--- src/rtl/rs_ex_unit.sv ---
// Two-stage integer execute unit for the reservation-station back end.
// E1 latches an issued op; E2 computes ALU/branch results and broadcasts them on the CDB.
module rs_ex_unit (
    input  logic        clk,
    input  logic        rst,
    input  logic        rdy,
    input  logic        rollback_sign_from_rob,
    input  logic [5:0]  opnum_from_rs,
    input  logic [31:0] V1_from_rs,
    input  logic [31:0] V2_from_rs,
    input  logic [31:0] pc_from_rs,
    input  logic [31:0] imm_from_rs,
    input  logic [4:0]  rob_id_from_rs,
    output logic        valid_sign_to_cdb,
    output logic [4:0]  rob_id_to_cdb,
    output logic [31:0] data_to_cdb,
    output logic        jump_sign_to_rob,
    output logic [31:0] target_pc_to_rob
);

    localparam int unsigned XLEN  = 32;
    localparam int unsigned OPW   = 6;
    localparam int unsigned ROBW  = 5;
    localparam int unsigned SHW   = 5;

    localparam logic [ROBW-1:0] INVALID_ROB = ROBW'(0);

    localparam logic [OPW-1:0] OPNUM_NULL  = OPW'(0);
    localparam logic [OPW-1:0] OPNUM_LUI   = OPW'(1);
    localparam logic [OPW-1:0] OPNUM_AUIPC = OPW'(2);
    localparam logic [OPW-1:0] OPNUM_JAL   = OPW'(3);
    localparam logic [OPW-1:0] OPNUM_JALR  = OPW'(4);
    localparam logic [OPW-1:0] OPNUM_BEQ   = OPW'(5);
    localparam logic [OPW-1:0] OPNUM_BNE   = OPW'(6);
    localparam logic [OPW-1:0] OPNUM_BLT   = OPW'(7);
    localparam logic [OPW-1:0] OPNUM_BGE   = OPW'(8);
    localparam logic [OPW-1:0] OPNUM_BLTU  = OPW'(9);
    localparam logic [OPW-1:0] OPNUM_BGEU  = OPW'(10);
    localparam logic [OPW-1:0] OPNUM_ADDI  = OPW'(19);
    localparam logic [OPW-1:0] OPNUM_SLTI  = OPW'(20);
    localparam logic [OPW-1:0] OPNUM_SLTIU = OPW'(21);
    localparam logic [OPW-1:0] OPNUM_XORI  = OPW'(22);
    localparam logic [OPW-1:0] OPNUM_ORI   = OPW'(23);
    localparam logic [OPW-1:0] OPNUM_ANDI  = OPW'(24);
    localparam logic [OPW-1:0] OPNUM_SLLI  = OPW'(25);
    localparam logic [OPW-1:0] OPNUM_SRLI  = OPW'(26);
    localparam logic [OPW-1:0] OPNUM_SRAI  = OPW'(27);
    localparam logic [OPW-1:0] OPNUM_ADD   = OPW'(28);
    localparam logic [OPW-1:0] OPNUM_SUB   = OPW'(29);
    localparam logic [OPW-1:0] OPNUM_SLL   = OPW'(30);
    localparam logic [OPW-1:0] OPNUM_SLT   = OPW'(31);
    localparam logic [OPW-1:0] OPNUM_SLTU  = OPW'(32);
    localparam logic [OPW-1:0] OPNUM_XOR   = OPW'(33);
    localparam logic [OPW-1:0] OPNUM_SRL   = OPW'(34);
    localparam logic [OPW-1:0] OPNUM_SRA   = OPW'(35);
    localparam logic [OPW-1:0] OPNUM_OR    = OPW'(36);
    localparam logic [OPW-1:0] OPNUM_AND   = OPW'(37);

    // E1 issue latch
    logic            e1_valid_q, e1_valid_d;
    logic [OPW-1:0]  e1_op_q,    e1_op_d;
    logic [XLEN-1:0] e1_v1_q,    e1_v1_d;
    logic [XLEN-1:0] e1_v2_q,    e1_v2_d;
    logic [XLEN-1:0] e1_pc_q,    e1_pc_d;
    logic [XLEN-1:0] e1_imm_q,   e1_imm_d;
    logic [ROBW-1:0] e1_rob_q,   e1_rob_d;

    // E2 output registers
    logic            valid_q,  valid_d;
    logic [ROBW-1:0] rob_q,    rob_d;
    logic [XLEN-1:0] data_q,   data_d;
    logic            jump_q,   jump_d;
    logic [XLEN-1:0] target_q, target_d;

    // Execute datapath results
    logic            issue_c;
    logic [XLEN-1:0] pc_plus4_c;
    logic [XLEN-1:0] pc_plus_imm_c;
    logic [XLEN-1:0] op_b_c;
    logic [SHW-1:0]  shamt_c;
    logic            lt_s_c;
    logic            lt_u_c;
    logic            eq_c;
    logic            is_branch_c;
    logic            taken_c;
    logic [XLEN-1:0] res_data_c;
    logic            res_jump_c;
    logic [XLEN-1:0] res_target_c;

    assign issue_c = (opnum_from_rs != OPNUM_NULL) && (rob_id_from_rs != INVALID_ROB);

    // E1 capture; rollback wins over a simultaneous issue
    always_comb begin
        e1_valid_d = e1_valid_q;
        e1_op_d    = e1_op_q;
        e1_v1_d    = e1_v1_q;
        e1_v2_d    = e1_v2_q;
        e1_pc_d    = e1_pc_q;
        e1_imm_d   = e1_imm_q;
        e1_rob_d   = e1_rob_q;
        if (rollback_sign_from_rob) begin
            e1_valid_d = 1'b0;
        end else if (rdy) begin
            e1_valid_d = issue_c;
            if (issue_c) begin
                e1_op_d  = opnum_from_rs;
                e1_v1_d  = V1_from_rs;
                e1_v2_d  = V2_from_rs;
                e1_pc_d  = pc_from_rs;
                e1_imm_d = imm_from_rs;
                e1_rob_d = rob_id_from_rs;
            end
        end
    end

    // Immediate forms take the second operand from imm
    always_comb begin
        op_b_c = e1_v2_q;
        if ((e1_op_q >= OPNUM_ADDI) && (e1_op_q <= OPNUM_SRAI)) begin
            op_b_c = e1_imm_q;
        end
    end

    assign pc_plus4_c    = e1_pc_q + XLEN'(4);
    assign pc_plus_imm_c = e1_pc_q + e1_imm_q;
    assign shamt_c       = op_b_c[SHW-1:0];
    assign lt_s_c        = $signed(e1_v1_q) < $signed(op_b_c);
    assign lt_u_c        = e1_v1_q < op_b_c;
    assign eq_c          = e1_v1_q == e1_v2_q;

    // Branch condition evaluation
    always_comb begin
        is_branch_c = 1'b1;
        taken_c     = 1'b0;
        case (e1_op_q)
            OPNUM_BEQ:  taken_c = eq_c;
            OPNUM_BNE:  taken_c = !eq_c;
            OPNUM_BLT:  taken_c = lt_s_c;
            OPNUM_BGE:  taken_c = !lt_s_c;
            OPNUM_BLTU: taken_c = lt_u_c;
            OPNUM_BGEU: taken_c = !lt_u_c;
            default:    is_branch_c = 1'b0;
        endcase
    end

    // ALU and control-transfer result selection; unknown ops broadcast zero
    always_comb begin
        res_data_c   = '0;
        res_jump_c   = 1'b0;
        res_target_c = pc_plus4_c;
        case (e1_op_q)
            OPNUM_LUI:   res_data_c = e1_imm_q;
            OPNUM_AUIPC: res_data_c = pc_plus_imm_c;
            OPNUM_JAL: begin
                res_data_c   = pc_plus4_c;
                res_jump_c   = 1'b1;
                res_target_c = pc_plus_imm_c;
            end
            OPNUM_JALR: begin
                res_data_c   = pc_plus4_c;
                res_jump_c   = 1'b1;
                res_target_c = (e1_v1_q + e1_imm_q) & ~XLEN'(1);
            end
            OPNUM_ADD,  OPNUM_ADDI:  res_data_c = e1_v1_q + op_b_c;
            OPNUM_SUB:               res_data_c = e1_v1_q - op_b_c;
            OPNUM_AND,  OPNUM_ANDI:  res_data_c = e1_v1_q & op_b_c;
            OPNUM_OR,   OPNUM_ORI:   res_data_c = e1_v1_q | op_b_c;
            OPNUM_XOR,  OPNUM_XORI:  res_data_c = e1_v1_q ^ op_b_c;
            OPNUM_SLL,  OPNUM_SLLI:  res_data_c = e1_v1_q << shamt_c;
            OPNUM_SRL,  OPNUM_SRLI:  res_data_c = e1_v1_q >> shamt_c;
            OPNUM_SRA,  OPNUM_SRAI:  res_data_c = $unsigned($signed(e1_v1_q) >>> shamt_c);
            OPNUM_SLT,  OPNUM_SLTI:  res_data_c = {{(XLEN-1){1'b0}}, lt_s_c};
            OPNUM_SLTU, OPNUM_SLTIU: res_data_c = {{(XLEN-1){1'b0}}, lt_u_c};
            default: begin
                if (is_branch_c) begin
                    res_jump_c   = taken_c;
                    res_target_c = taken_c ? pc_plus_imm_c : pc_plus4_c;
                end
            end
        endcase
    end

    // E2 output update; an empty E1 keeps data/target but drops valid and tag
    always_comb begin
        valid_d  = valid_q;
        rob_d    = rob_q;
        data_d   = data_q;
        jump_d   = jump_q;
        target_d = target_q;
        if (rollback_sign_from_rob) begin
            valid_d  = 1'b0;
            rob_d    = INVALID_ROB;
            data_d   = '0;
            jump_d   = 1'b0;
            target_d = '0;
        end else if (rdy) begin
            if (e1_valid_q) begin
                valid_d  = 1'b1;
                rob_d    = e1_rob_q;
                data_d   = res_data_c;
                jump_d   = res_jump_c;
                target_d = res_target_c;
            end else begin
                valid_d  = 1'b0;
                rob_d    = INVALID_ROB;
                jump_d   = 1'b0;
            end
        end
    end

    always_ff @(posedge clk) begin
        if (!rst) begin
            e1_valid_q <= 1'b0;
            e1_op_q    <= OPNUM_NULL;
            e1_v1_q    <= '0;
            e1_v2_q    <= '0;
            e1_pc_q    <= '0;
            e1_imm_q   <= '0;
            e1_rob_q   <= INVALID_ROB;
            valid_q    <= 1'b0;
            rob_q      <= INVALID_ROB;
            data_q     <= '0;
            jump_q     <= 1'b0;
            target_q   <= '0;
        end else begin
            e1_valid_q <= e1_valid_d;
            e1_op_q    <= e1_op_d;
            e1_v1_q    <= e1_v1_d;
            e1_v2_q    <= e1_v2_d;
            e1_pc_q    <= e1_pc_d;
            e1_imm_q   <= e1_imm_d;
            e1_rob_q   <= e1_rob_d;
            valid_q    <= valid_d;
            rob_q      <= rob_d;
            data_q     <= data_d;
            jump_q     <= jump_d;
            target_q   <= target_d;
        end
    end

    assign valid_sign_to_cdb = valid_q;
    assign rob_id_to_cdb     = rob_q;
    assign data_to_cdb       = data_q;
    assign jump_sign_to_rob  = jump_q;
    assign target_pc_to_rob  = target_q;

endmodule

--- config.mk ---
export PLATFORM = sky130hd
export DESIGN_NAME = rs_ex_unit
export DESIGN_NICKNAME = d
export VERILOG_FILES = /design/src/rtl/rs_ex_unit.sv
export SDC_FILE = /design/constraint.sdc
export NUM_CORES = 1
export LEC_CHECK = 0
export ABC_AREA = 1
export CORE_ASPECT_RATIO = 1.4
export CORE_UTILIZATION = 40
export DETAILED_ROUTE_END_ITERATION = 6
export PLACE_DENSITY_LB_ADDON = 0.05
export RECOVER_POWER = 25
export SLEW_MARGIN = 10
export SYNTH_ARGS = -nofsm -noshare
export SYNTH_HDL_FRONTEND = slang
export SYNTH_SLANG_ARGS = --single-unit
--- constraint.sdc ---
create_clock -name clk -period 7.2 [get_ports clk]
set_input_delay 1.08 -clock clk [delete_from_list [all_inputs] [get_ports clk]]
set_output_delay 1.08 -clock clk [all_outputs]
set_load 0.02 [all_outputs]
==> reports/results.ini <==
[synthesis]
ys_async_sr_fraction_pct = 0
synth_compound_gate_area_share_pct = 27.5
yosysWarnings = 0
simple_logic_cell_fraction_of_the_synthesized_area_pct = 30.6
netlist_area_um2 = 22300
yosysSeqAreaShare_pct = 18.9
post_synth.cell_area_avg_um2 = 5.88
ys_dominant_reg_cell = sky130_fd_sc_hd__dfxtp_1
synth-seq-cells = 211
synth_top_family_by_area = simple AND/OR/NAND/NOR gates
mappedNetlistNets = 4104
synth_cell_type_count = 55
synth_top_cells_by_area = sky130_fd_sc_hd__dfxtp_1 (19%), sky130_fd_sc_hd__nand2_1 (14%), sky130_fd_sc_hd__o21ai_0 (11%)
synthCells = 3800
yosys.area_share.adder_pct = 9.12
post_synth_xor_area_fraction_pct = 3.41
synth_top_area_share_pct = 18.9
number_of_enable_flip_flop_cells_after_synthesis = 0
cell_accounting_for_the_most_synthesized_area = sky130_fd_sc_hd__dfxtp_1
synth.mux.area_fraction_pct = 0.493

[cells_and_area]
nFillCells = 6137
multi_input_comb_area_um2 = 15900
sequential_cell_area_um2 = 4220
utilization_pct = 46.9
num-nets-final = 4205
area_delta_synth_final_pct = 15.9
fraction_of_layout_instances_using_a_drive_strength_above_1_pct = 3.62
layoutNonFillerInstCount = 4650

[detailed_routing]
antenna_violating_nets_post_route = 0
detailedRoute.firstPassIterationCount = 6
route.detailed.drc = 0
drt-total-wl_mm = 119
avg_vias_per_cell = 5.93
num_vias = 27600
initialDrtViolationCount = 2718
detail_route.wl_per_cell_um = 25.6

[pwr]
power_frac_clock_pct = 31.2
finalPower_mw = 4.64
irDropWorstVdd_mv = 0.181
cellLeakagePower_nw = 11.4
power.combinational.fraction_pct = 39.9
cell_internal_pwr_mw = 2.60
switching_share_pct = 44.0
switchingPower_mw = 2.04
sequentialPowerShare_pct = 28.9
pwr_density_cell_nw_per_um2 = 179

[place]
place_worst_setup_slack_ps = 1950
placed_cells_incl_taps = 4601
io_buffers = 213
dp.final_hpwl_mm = 97.9
gpl.final_weighted_congestion = 1.13

[sta]
worst_slew_pin_slew_ps = 2420
setup_violations = 0
fin_crit_sh_pct = 76.1
max_freq_ghz = 0.182
setup-tns-final_ps = 0
final-hold-violation-count = 0
final.min_clock_period_ps = 5480
timing.final.max_slew_violations = 45
unrepaired_setup_endpoints_after_global_routing = no
maxSlewHeadroom_pct = -61.2
final.setup_skew_ps = 27.9
fin_ws_ps = 1720

[run_status]
failed_checks = max-capacitance violations, max-slew violations
outcome = finished, violations left

[clock_tree]
post-cts-setup-buffer-count = 0
cts_made_buffers = 26
cts-resized-gates = 0
clock_latency_ps = 610
cts_sinks = 211
cts.clk_slew.worst_paths_ps = 70
cts_root_buffer = sky130_fd_sc_hd__clkbuf_16
htree_levels = 1
cts_hold_buf = 0
tritoncts = done
cts_buffer_depth = 3

[critical_path]
worst_r2r_path_depth = 20
endpoint_arrival_time_on_the_critical_path_ps = 5850
worst_setup_path_class = flop to flop
worstPathRequired_ps = 7570
crit_path_max_fanout = 63
start_kind = flop
setup.worst_path.end_class = flop

[die]
fp-row-count = 102
die-height_um = 282
io-pin-count = 214
core_um2 = 55300
die_area_um2 = 56800
initial_utilization_pct = 40.4
dieWidth_um = 202

[grt]
first_global_vias = 26300
grt_util_all_layers_pct = 40.8
pin_count_of_the_biggest_net_entering_global_routing = 99
antenna_found_initial = 0
grt_pass1_wl_mm = 171
grt-ovfl-total = 0

[run]
max_cap_viol_count = 1

[hold_path]
timing.hold.worst_path_depth = 2
hp-class = flop to flop

==> critical path: stages (launching register included) <==
cell,delay [ps]
sky130_fd_sc_hd__dfxtp_1,430
sky130_fd_sc_hd__nand2_1,160
sky130_fd_sc_hd__o21ai_1,140
sky130_fd_sc_hd__inv_1,100
sky130_fd_sc_hd__nand2_4,520
sky130_fd_sc_hd__nand2_1,200
sky130_fd_sc_hd__o21ai_4,90
sky130_fd_sc_hd__buf_4,460
sky130_fd_sc_hd__inv_1,130
sky130_fd_sc_hd__ha_1,380
sky130_fd_sc_hd__nand2_1,120
sky130_fd_sc_hd__nor3_1,320
sky130_fd_sc_hd__a21oi_1,150
sky130_fd_sc_hd__o21ai_0,170
sky130_fd_sc_hd__o221ai_1,130
sky130_fd_sc_hd__a21oi_1,250
sky130_fd_sc_hd__o21ai_0,140
sky130_fd_sc_hd__a211oi_1,1000
sky130_fd_sc_hd__nand2_1,160
sky130_fd_sc_hd__nand2_1,120
sky130_fd_sc_hd__a21oi_1,60
==> state kept, by name (all words and copies together) (netlist names), 6 cells and up <==
name and flops:
e1_op_q 6, e1_v2_q 32, e1_v1_q 32, e1_pc_q 32
e1_imm_q 32, target_pc_to_rob 32, data_to_cdb 32
==> cells in the mapped netlist, types with 6 or more instances <==
library cell,n
sky130_fd_sc_hd__inv_1,389
sky130_fd_sc_hd__nand2_2,7
sky130_fd_sc_hd__ha_1,158
sky130_fd_sc_hd__a31oi_1,19
sky130_fd_sc_hd__nand4_1,40
sky130_fd_sc_hd__o21bai_1,10
sky130_fd_sc_hd__buf_2,12
sky130_fd_sc_hd__a21oi_1,397
sky130_fd_sc_hd__a221oi_1,19
sky130_fd_sc_hd__buf_1,16
sky130_fd_sc_hd__clkbuf_1,150
sky130_fd_sc_hd__o2111ai_1,10
sky130_fd_sc_hd__o21a_1,13
sky130_fd_sc_hd__inv_2,6
sky130_fd_sc_hd__xor2_1,40
sky130_fd_sc_hd__a21o_1,15
sky130_fd_sc_hd__a211oi_1,11
sky130_fd_sc_hd__or2_2,22
sky130_fd_sc_hd__nand3_1,242
sky130_fd_sc_hd__nor3_1,56
sky130_fd_sc_hd__a2111oi_0,8
sky130_fd_sc_hd__clkinv_1,6
sky130_fd_sc_hd__dfxtp_1,211
sky130_fd_sc_hd__o211ai_1,41
sky130_fd_sc_hd__nor2_1,391
sky130_fd_sc_hd__o21ai_0,473
sky130_fd_sc_hd__nand2_1,853
sky130_fd_sc_hd__a22oi_1,6
sky130_fd_sc_hd__o221ai_1,13
sky130_fd_sc_hd__xnor2_1,47
sky130_fd_sc_hd__mux2i_1,11
sky130_fd_sc_hd__o22ai_1,39
sky130_fd_sc_hd__nor4_1,17
==> area by class of cell <==
type | instances | area share [%]
multi-input combinational | 3006 | 61.4
sequential | 211 | 16.3
timing repair buffer | 255 | 9.47
inverter | 401 | 5.83
tap | 728 | 3.52
clock buffer | 39 | 2.94
clock inverter | 9 | 0.498
antenna | 1 | 0.00966
==> metrics by stage <==
stage,instance area (µm²),hold WS [ps]
after floorplan,22300,437
after detailed placement,25000,454
after CTS,25900,463
after global placement,25000,447
after global routing,25900,483
final,25900,459
==> layer usage <==
layer	up-vias	share of wire, %	global-route usage, %
met5	-	0	0
met4	0	8.8	31.1
met3	363	7.3	4.87
met2	1278	46	68.3
met1	12900	38	47.7
li1	13000	-	-
==> cell families (layout without fill, tap and decap cells) <==
| logic type | Yosys count | in the layout |
|---|---|---|
| other | 0 | 1 |
| multiplexers | 11 | 11 |
| adder cells (fa/ha/maj) | 161 | 161 |
| AO/OA/AOI/OAI | 1103 | 1103 |
| XOR/XNOR | 87 | 87 |
| AND/OR/NAND/NOR | 1644 | 1644 |
| flip-flops | 211 | 211 |
| buffers and inverters | 583 | 704 |
==> power by group through the flow <==
| stage | Combinational (mW) | Sequential [mW] | Clock, mW |
|---|---|---|---|
| final | 1.85 | 1.34 | 1.45 |
| after global routing | 2.00 | 1.34 | 1.50 |
| after CTS | 1.79 | 1.33 | 1.45 |
| after detailed placement | 1.78 | 1.36 | 0 |
| after global placement | 1.79 | 1.36 | 0 |
| after floorplan | 1.15 | 1.31 | 0 |
==> placed cells by master, fill, tap and decap left out, types with 13 or more instances in the layout <==
master / count
sky130_fd_sc_hd__xor2_1: 40
sky130_fd_sc_hd__o22ai_1: 39
sky130_fd_sc_hd__dlygate4sd3_1: 68
sky130_fd_sc_hd__o21ai_0: 473
sky130_fd_sc_hd__nand3_1: 242
sky130_fd_sc_hd__or2_2: 22
sky130_fd_sc_hd__nor4_1: 17
sky130_fd_sc_hd__inv_1: 389
sky130_fd_sc_hd__a21o_1: 15
sky130_fd_sc_hd__clkdlybuf4s50_1: 144
sky130_fd_sc_hd__nor3_1: 56
sky130_fd_sc_hd__a31oi_1: 19
sky130_fd_sc_hd__nor2_1: 390
sky130_fd_sc_hd__nand2_1: 849
sky130_fd_sc_hd__o211ai_1: 41
sky130_fd_sc_hd__buf_4: 41
sky130_fd_sc_hd__a221oi_1: 19
sky130_fd_sc_hd__o21a_1: 13
sky130_fd_sc_hd__dfxtp_1: 211
sky130_fd_sc_hd__clkbuf_16: 27
sky130_fd_sc_hd__o221ai_1: 13
sky130_fd_sc_hd__nand4_1: 40
sky130_fd_sc_hd__a21oi_1: 397
sky130_fd_sc_hd__ha_1: 158
sky130_fd_sc_hd__xnor2_1: 47
==> worst paths after layout <==
kind	start	end	slack, ps
min	data_to_cdb[25]	data_to_cdb[25]	460
min reg2reg	data_to_cdb[25]	data_to_cdb[25]	460
max reg2reg	e1_op_q[3]	data_to_cdb[5]	1720
max	e1_op_q[3]	data_to_cdb[5]	1720
Note: power is estimated with default switching activity, not from simulation.
